--- config.mk ---
export PLATFORM = sky130hd
export DESIGN_NAME = rf_writeback_queue
export DESIGN_NICKNAME = d
export VERILOG_FILES = /design/src/rtl/wbq_pkg.sv /design/src/rtl/wbq_fifo.sv /design/src/rtl/rf_writeback_queue.sv
export SDC_FILE = /design/constraint.sdc
export NUM_CORES = 1
export LEC_CHECK = 0
export CAP_MARGIN = 20
export CORE_MARGIN = 2
export CORE_UTILIZATION = 50
export CTS_BUF_LIST = sky130_fd_sc_hd__clkbuf_8
export DETAILED_ROUTE_END_ITERATION = 10
export GPL_TIMING_DRIVEN = 0
export HOLD_SLACK_MARGIN = 0.08
export PLACE_DENSITY = 0.79
export SLEW_MARGIN = 0
export SYNTH_ARGS = -nofsm -noshare
export SYNTH_HDL_FRONTEND = slang
export SYNTH_SLANG_ARGS = --single-unit
--- constraint.sdc ---
create_clock -name clk -period 9.3 [get_ports clk]
set_input_delay 1.86 -clock clk [delete_from_list [all_inputs] [get_ports clk]]
set_output_delay 1.86 -clock clk [all_outputs]
set_load 0.05 [all_outputs]
--- src/rtl/wbq_pkg.sv ---
// Shared types and constants for the register-file writeback queue.
// The entry type fixes the data/index widths that the queue stores.
package wbq_pkg;
  localparam int WBQ_DEPTH  = 4;
  localparam int WBQ_DATA_W = 32;
  localparam int WBQ_ADDR_W = 4;

  localparam logic [WBQ_ADDR_W-1:0] REG_PC = 4'hF;

  typedef struct packed {
    logic                  valid;
    logic [WBQ_ADDR_W-1:0] rd;
    logic [WBQ_DATA_W-1:0] data;
  } wbq_entry_t;
endpackage

--- src/rtl/wbq_fifo.sv ---
// Circular in-order storage for writeback entries: two ordered pushes
// (a older than b) and one pop per cycle.
module wbq_fifo
  import wbq_pkg::*;
#(
  parameter  int DEPTH = WBQ_DEPTH,
  localparam int PTR_W = $clog2(DEPTH),
  localparam int CNT_W = $clog2(DEPTH + 1)
) (
  input  logic                  clk,
  input  logic                  rst_n,
  input  logic                  push_a,
  input  logic [WBQ_ADDR_W-1:0] a_rd,
  input  logic [WBQ_DATA_W-1:0] a_data,
  input  logic                  push_b,
  input  logic [WBQ_ADDR_W-1:0] b_rd,
  input  logic [WBQ_DATA_W-1:0] b_data,
  input  logic                  pop,
  output wbq_entry_t            head_ent,
  output logic [PTR_W-1:0]      head,
  output logic [CNT_W-1:0]      count,
  output wbq_entry_t            ents [DEPTH]
);

  logic                  vld_q  [DEPTH];
  logic [WBQ_ADDR_W-1:0] rd_q   [DEPTH];
  logic [WBQ_DATA_W-1:0] data_q [DEPTH];
  logic [PTR_W-1:0]      tail;
  logic [PTR_W-1:0]      tail_b;

  // push_b is only ever asserted together with push_a, so b lands behind a
  assign tail_b = tail + PTR_W'(1);

  always_ff @(posedge clk or negedge rst_n) begin
    if (!rst_n) begin
      head  <= '0;
      tail  <= '0;
      count <= '0;
      for (int i = 0; i < DEPTH; i++) vld_q[i] <= 1'b0;
    end else begin
      if (pop) begin
        vld_q[head] <= 1'b0;
        head        <= head + PTR_W'(1);
      end
      if (push_a) vld_q[tail]   <= 1'b1;
      if (push_b) vld_q[tail_b] <= 1'b1;
      tail  <= tail + PTR_W'(push_a) + PTR_W'(push_b);
      count <= count + CNT_W'(push_a) + CNT_W'(push_b) - CNT_W'(pop);
    end
  end

  always_ff @(posedge clk) begin
    if (push_a) begin
      rd_q[tail]   <= a_rd;
      data_q[tail] <= a_data;
    end
    if (push_b) begin
      rd_q[tail_b]   <= b_rd;
      data_q[tail_b] <= b_data;
    end
  end

  always_comb begin
    for (int i = 0; i < DEPTH; i++) begin
      ents[i].valid = vld_q[i];
      ents[i].rd    = rd_q[i];
      ents[i].data  = data_q[i];
    end
  end

  assign head_ent = ents[head];

endmodule

--- src/rtl/rf_writeback_queue.sv ---
// Writeback queue feeding the register file write port (we3/ra3/wd3), with
// PC redirection, pending scoreboard and optional forwarding (WBQ_FWD_EN).
module rf_writeback_queue
  import wbq_pkg::*;
#(
  parameter int DEPTH  = WBQ_DEPTH,
  parameter int DATA_W = WBQ_DATA_W,
  parameter int ADDR_W = WBQ_ADDR_W
) (
  input  logic                 clk,
  input  logic                 rst_n,
  input  logic                 ld_valid,
  input  logic [ADDR_W-1:0]    ld_rd,
  input  logic [DATA_W-1:0]    ld_data,
  output logic                 ld_ready,
  input  logic                 alu_valid,
  input  logic [ADDR_W-1:0]    alu_rd,
  input  logic [DATA_W-1:0]    alu_data,
  output logic                 alu_ready,
  output logic                 we3,
  output logic [ADDR_W-1:0]    ra3,
  output logic [DATA_W-1:0]    wd3,
  output logic                 pc_we,
  output logic [DATA_W-1:0]    pc_wd,
  output logic [2**ADDR_W-1:0] pending,
  input  logic [ADDR_W-1:0]    fwd_ra,
  output logic                 fwd_hit,
  output logic [DATA_W-1:0]    fwd_data
);

  localparam int PTR_W = $clog2(DEPTH);
  localparam int CNT_W = $clog2(DEPTH + 1);

  wbq_entry_t       head_ent;
  wbq_entry_t       ents [DEPTH];
  logic [PTR_W-1:0] head;
  logic [CNT_W-1:0] count;
  logic             ld_acc;
  logic             alu_acc;
  logic             push_a;
  logic             push_b;
  logic [ADDR_W-1:0] a_rd;
  logic [DATA_W-1:0] a_data;
  logic             pop;

  // Readiness looks only at the registered count; the load claims a slot first
  assign ld_ready  = ({1'b0, count} < (CNT_W+1)'(DEPTH));
  assign ld_acc    = ld_valid & ld_ready;
  assign alu_ready = (({1'b0, count} + (CNT_W+1)'(ld_acc)) < (CNT_W+1)'(DEPTH));
  assign alu_acc   = alu_valid & alu_ready;

  assign push_a = ld_acc | alu_acc;
  assign push_b = ld_acc & alu_acc;
  assign a_rd   = ld_acc ? ld_rd   : alu_rd;
  assign a_data = ld_acc ? ld_data : alu_data;
  assign pop    = head_ent.valid;

  wbq_fifo #(.DEPTH(DEPTH)) u_fifo (
    .clk      (clk),
    .rst_n    (rst_n),
    .push_a   (push_a),
    .a_rd     (a_rd),
    .a_data   (a_data),
    .push_b   (push_b),
    .b_rd     (alu_rd),
    .b_data   (alu_data),
    .pop      (pop),
    .head_ent (head_ent),
    .head     (head),
    .count    (count),
    .ents     (ents)
  );

  // Drain stage: head entry goes to the register file or the PC strobe
  always_comb begin
    we3   = 1'b0;
    ra3   = '0;
    wd3   = '0;
    pc_we = 1'b0;
    pc_wd = '0;
    if (head_ent.valid) begin
      if (head_ent.rd == REG_PC) begin
        pc_we = 1'b1;
        pc_wd = head_ent.data;
      end else begin
        we3 = 1'b1;
        ra3 = head_ent.rd;
        wd3 = head_ent.data;
      end
    end
  end

  always_comb begin
    pending = '0;
    for (int i = 0; i < DEPTH; i++)
      if (ents[i].valid) pending[ents[i].rd] = 1'b1;
  end

`ifdef WBQ_FWD_EN
  // Walk oldest to youngest so the last match is the youngest value
  always_comb begin
    fwd_hit  = 1'b0;
    fwd_data = '0;
    for (int i = 0; i < DEPTH; i++) begin
      if (ents[PTR_W'(head + PTR_W'(i))].valid &&
          ents[PTR_W'(head + PTR_W'(i))].rd == fwd_ra) begin
        fwd_hit  = 1'b1;
        fwd_data = ents[PTR_W'(head + PTR_W'(i))].data;
      end
    end
  end
`else
  logic unused_fwd;
  assign unused_fwd = ^{fwd_ra, head};
  assign fwd_hit    = 1'b0;
  assign fwd_data   = '0;
`endif

endmodule

== Word level (Yosys, flattened, before mapping) ==
Memories as Yosys holds them, arrays and structs flattened.
Cells that the tools add are included.
Word-level totals
  bits of input ports: 80
  RAM bits: 144
  word-level logic and storage cells: 95
  memories: 2
  bits in registers: 11
  output and inout bits: 121
Cells by class
  reductions and logical operators: 7
  order comparisons: 16
  mux-type cells: 40
  equal/unequal tests: 1
  $add $sub $neg: 8
  bitwise gates (word level): 14
Memories
  u_fifo.data_q: depth 4, bits a word 32, rd ports 4, clocked after memory_dff 0, write ports 2, RTL line wbq_fifo.sv:27  | logic [WBQ_DATA_W-1:0] data_q [DEPTH];
  u_fifo.rd_q: depth 4, bits a word 4, rd ports 4, clocked after memory_dff 0, write ports 2, RTL line wbq_fifo.sv:26  | logic [WBQ_ADDR_W-1:0] rd_q [DEPTH];
Operator list (count)
  $mux 32: 5
  $bmux 37 s2: 1
  $mux 37: 2
  $mux 16: 4
  $or 16x16->16: 3
  $mux 4: 6
  $lt 4x5->1 const B: 4
  $demux 1 s4: 4
  $ge 4x1->1 const B: 4
  $mux 1: 15
  $ge 3x3->1 const B: 3
  $lt 3x1->1 const B: 3
  $not 2->3: 3
  $or 4x4->4: 2
  $logic_and 1x1->1: 7
  $add 3x1->3: 2
  $demux 1 s2: 3
  $add 2x1->2: 2
  $add 2x1->2 const B: 2
  $add 3x1->4: 1
  $and 4x4->4: 1
  $eq 4x4->1 const B: 1
  $lt 4x3->1 const B: 1
  $not 4->4: 1
  4 further kinds: 6

== Logic depth before layout (Yosys ltp) ==
  word-level depth: 12
  depth in mapped cells: 10
  mapped depth without buffers: 9

== Hierarchy ==
A second synthesis with hierarchy kept.
Unflattened totals
  cell total of the unflattened synthesis: 633
  area total of the unflattened synthesis: 9586.7 sq um
By module, submodules not included
  wbq_fifo: cells an instance 402, seq. area each 4599.4 sq um, area an instance 7756.2 sq um, times used 1
  rf_writeback_queue: cells an instance 231, seq. area each 0.0 sq um, area an instance 1830.5 sq um, times used 1

== Worst setup path after synthesis ==
No wires, ideal clock.
  path type: input port to flip-flop
  from: input ld_valid
  to: memory u_fifo.data_q[0][0] (enable)
  library setup time: 0.441 ns
  setup slack: 4.684 ns
  arrival time: 4.175 ns
  data required time: 8.859 ns
  cell stages on the path: 5
  path buffers: 1
  cells stage by stage: nor2b_1 > and3_1 > buf_4 > inv_1 > o2bb2ai_1
RTL lines
  from (decl): RTL line rf_writeback_queue.sv:12  | input logic ld_valid,
  to (decl): RTL line wbq_fifo.sv:27

== Final worst setup path ==
  from: register u_fifo.head[0]
  to: output pc_wd[11]
On the way
  cells in the longest elaborated chain, start to end: 7
RTL lines
  from (decl): RTL line wbq_fifo.sv:20  | output logic [PTR_W-1:0] head,
  from (signal assigned): RTL line wbq_fifo.sv:43  | head <= head + PTR_W'(1);
  $not 2->3 (implied by the code) (*): RTL line wbq_fifo.sv:71  | assign head_ent = ents[head];
  $bmux 37 s2 (*): RTL line wbq_fifo.sv:71
  $mux 37 (implied by the code) (*) (2 in a row): RTL line wbq_fifo.sv:71
  $eq 4x4->1: RTL line rf_writeback_queue.sv:82  | if (head_ent.rd == REG_PC) begin
  $mux 32: RTL line rf_writeback_queue.sv:82
  $mux 32 (*): RTL line rf_writeback_queue.sv:81  | if (head_ent.valid) begin
  to (decl): RTL line rf_writeback_queue.sv:24  | output logic [DATA_W-1:0] pc_wd,
Mark *: on every way between the ends. The rest lies on a longest branch, timed or not. The select of a mux whose other input is x is not followed.

==> flow_summary.json <==
{
  "outcome": "complete, no violations",
  "diodes": 0,
  "grt_pass1_vias": 6424,
  "tns_ns": 0,
  "core_area_sq_um": 17900,
  "ys_warn_count": 0,
  "powerDensity_nw_per_um2": 344,
  "crit_arrival_ns": 3.39,
  "p_leak_nw": 4.12,
  "synth-edff-count": 144,
  "min_from": "u_fifo.count[1]",
  "drt-total-wl_um": 22800,
  "h-tree-depth": 4,
  "final-max-slew-violation-count": 0,
  "row_count": 49,
  "ctsLongestPathBuffers": 2,
  "ys_seq_area_frac": 0.507,
  "critPathMaxFanout": 10,
  "hold_path_depth": 2,
  "yosysUniqueCellTypes": 50,
  "fin_crit_sh": 0.565,
  "clk_latency_ns": 0.45,
  "critPathKind": "flop to primary output",
  "synthTopCellsByArea": "edfxtp_1, mux2_2, mux4_2",
  "routed_via_density": 5.60,
  "hp-class": "flop to flop",
  "overflow": 0,
  "rsz0062_at_grt": "no",
  "cts_resized": 0,
  "worst_pin_slew_ns": 0.696,
  "worstPathCellList": "buf_6 > buf_6 > mux4_2 > nand4_1 > buf_2 > nor2_1 > clkdlybuf4s50_1",
  "drive_gt1_frac": 0.310,
  "start_util": 0.506,
  "worstHoldEndpoint": "u_fifo.count[2]",
  "finalNetCount": 971,
  "yosys.area.top_type_share": 0.477,
  "async_flop_share": 0.0710,
  "synth_seq_cells": 155,
  "final_cell_mix": "clkdlybuf4s50_1, edfxtp_1, mux2_2",
  "antenna_found_initial": 1,
  "root_buffer": "clkbuf_8",
  "path_clk_slew_ns": 0.08,
  "drtIter0Drc": 395,
  "die_w_um": 139,
  "min_period_ns": 5.25,
  "drcViolationCount": 0,
  "syn_inst": 664,
  "max_freq_ghz": 0.190,
  "slew_headroom": 0.536,
  "r2r_start": "u_fifo.head[0]",
  "cts_tree": "built",
  "avgRoutedWirePerCell_um": 20.3,
  "syn_area_sq_um": 9070,
  "cp_slowest_cell": "clkdlybuf4s50_1",
  "worst_setup_path_start_kind": "flop",
  "fin_skew_ns": 0.00907,
  "antenna_left": 0,
  "grt_max_degree": 26,
  "yosysTopAreaCell": "edfxtp_1",
  "maxCapViolations": 0,
  "setup_viol": 0,
  "cp_common_cell": "buf_6",
  "cts_setup_buffers": 0,
  "hold_viol": 0,
  "grt_pass1_wl_um": 35400,
  "worst_r2r_endpoint": "u_fifo.count[1]",
  "cp.required_ns": 7.44,
  "track_usage": 0.240,
  "syn_avg_cell_area_sq_um": 13.7,
  "cts_sinks": 155,
  "port_buffers": 163,
  "drt_first_pass_iters": 5,
  "dpl.hpwl_um": 15800,
  "rr_worst_depth": 9,
  "synth_ff_type": "edfxtp_1",
  "gp_congestion": 0.901,
  "cpPeakStageDelay_ns": 0.83,
  "die_h_um": 139,
  "dp_slack_ns": 4.17,
  "ir_drop_uv": 324,
  "numCtsBuffers": 17,
  "ios": 201,
  "r2r_slack_ns": 6.37,
  "final_common_cell": "clkdlybuf4s50_1",
  "area_delta_synth_final_pct": 27.1,
  "dieArea_sq_um": 19200,
  "end_kind": "primary output",
  "vias": 6279,
  "holdBufCountCts": 0,
  "setup_slack_ns": 4.05
}
-- critical path, delay by kind of cell (launching register included) --
family	cells	cell delay (ns)
buf+inv	4	1.54
mux	1	0.36
simple gates	2	0.59
flops	1	0.43
-- cell usage after synthesis, types with 2 or more instances --
cell and n:
nand4_1 3, nor2_1 76, mux2_2 137, xnor2_1 2
a21oi_1 6, and2_1 2, o221ai_1 9, inv_1 15
buf_6 16, and3b_1 3, a32oi_1 2, nor3_1 2
a22oi_1 5, mux2_1 8, nor2b_1 7, a31oi_4 4
nand2b_1 6, and3_1 8, o211ai_1 2, a31oi_1 2
buf_1 2, o21ai_0 4, mux4_2 37, ha_1 6
dfrtp_1 11, or3b_2 3, nand3_1 5, nand3b_1 5
nor3b_1 3, buf_2 11, nand2_1 46, a21o_1 2
a221o_1 3, fa_1 3, o22ai_1 3, mux2i_1 2
buf_4 36, or2_2 2, clkbuf_1 11, edfxtp_1 144
-- area by class of cell --
class,instances,area [sq um]
clock buffers,17,234
clock inverters,13,67.6
fillers,1382,6380
inverters,16,60.1
well taps,229,287
flip-flops and latches,155,4600
plain buffers,76,554
repair buffers,167,1710
multi-input cells,449,4010
-- routing by layer --
layer / vias to the layer above / global-route usage / part of all wire / wire length (um)
li1: 2883 / - / - / -
met2: 306 / 0.402 / 0.49 / 11100
met3: 29 / 0.0535 / 0.083 / 1890
met5: - / 0 / 0 / 0
met1: 3061 / 0.315 / 0.41 / 9420
met4: 0 / 0.0728 / 0.016 / 357
-- flip-flops by register name, summed over array words and instances, names as in the netlist --
register and cells:
u_fifo.count 3, u_fifo.tail 2, u_fifo.data_q 128, u_fifo.ents 4
u_fifo.rd_q 16, u_fifo.head 2
-- power by group --
group | internal, mW | total [mW] | switching [mW] | leakage [nW]
sequential | 1.01 | 1.08 | 0.0675 | 1.45
combinational | 0.911 | 2.47 | 1.55 | 2.51
clock | 0.173 | 0.413 | 0.240 | 0.161
total | 2.10 | 3.96 | 1.86 | 4.12
-- cell families (layout without fill, tap and decap cells) --
logic type / Yosys count / after routing / synth area share
other: 1 / 33 / 0.000414
AO/OA/AOI/OAI: 49 / 49 / 0.0464
XOR/XNOR: 2 / 2 / 0.00193
AND/OR/NAND/NOR: 172 / 172 / 0.0871
multiplexers: 184 / 184 / 0.274
buffers and inverters: 92 / 289 / 0.0678
flip-flops: 155 / 155 / 0.507
adder cells (fa/ha/maj): 9 / 9 / 0.0149
-- per-stage QoR --
| step | hold slack [ns] | util | instance area [sq um] | total power, mW | cells |
|---|---|---|---|---|---|
| 2_1_floorplan | 0.530 | - | 9190 | 2.79 | 696 |
| 3_3_place_gp | 0.615 | 0.620 | 11100 | 3.50 | 1088 |
| 3_5_place_dp | 0.598 | 0.627 | 11200 | 3.56 | 1092 |
| 4_1_cts | 0.628 | 0.643 | 11500 | 3.97 | 1122 |
| 5_1_grt | 0.698 | 0.643 | 11500 | 4.15 | 1122 |
| 6_report | 0.628 | 0.643 | 11500 | 3.96 | 1122 |
-- worst max-delay path by stage --
stage / depth (start not counted) / from / endpoint / slack, ns
floorplan: 5 / ld_valid / u_fifo.data_q[0][0] / 4.68
global placement: 6 / ld_valid / u_fifo.data_q[0][15] / 2.69
detailed placement: 3 / ld_valid / alu_ready / 4.17
CTS: 6 / u_fifo.head[1] / pc_wd[21] / 4.06
global route: 7 / u_fifo.head[1] / wd3[2] / 3.88
finish: 7 / u_fifo.head[0] / pc_wd[11] / 4.05
(Power assumes the default switching activity.)
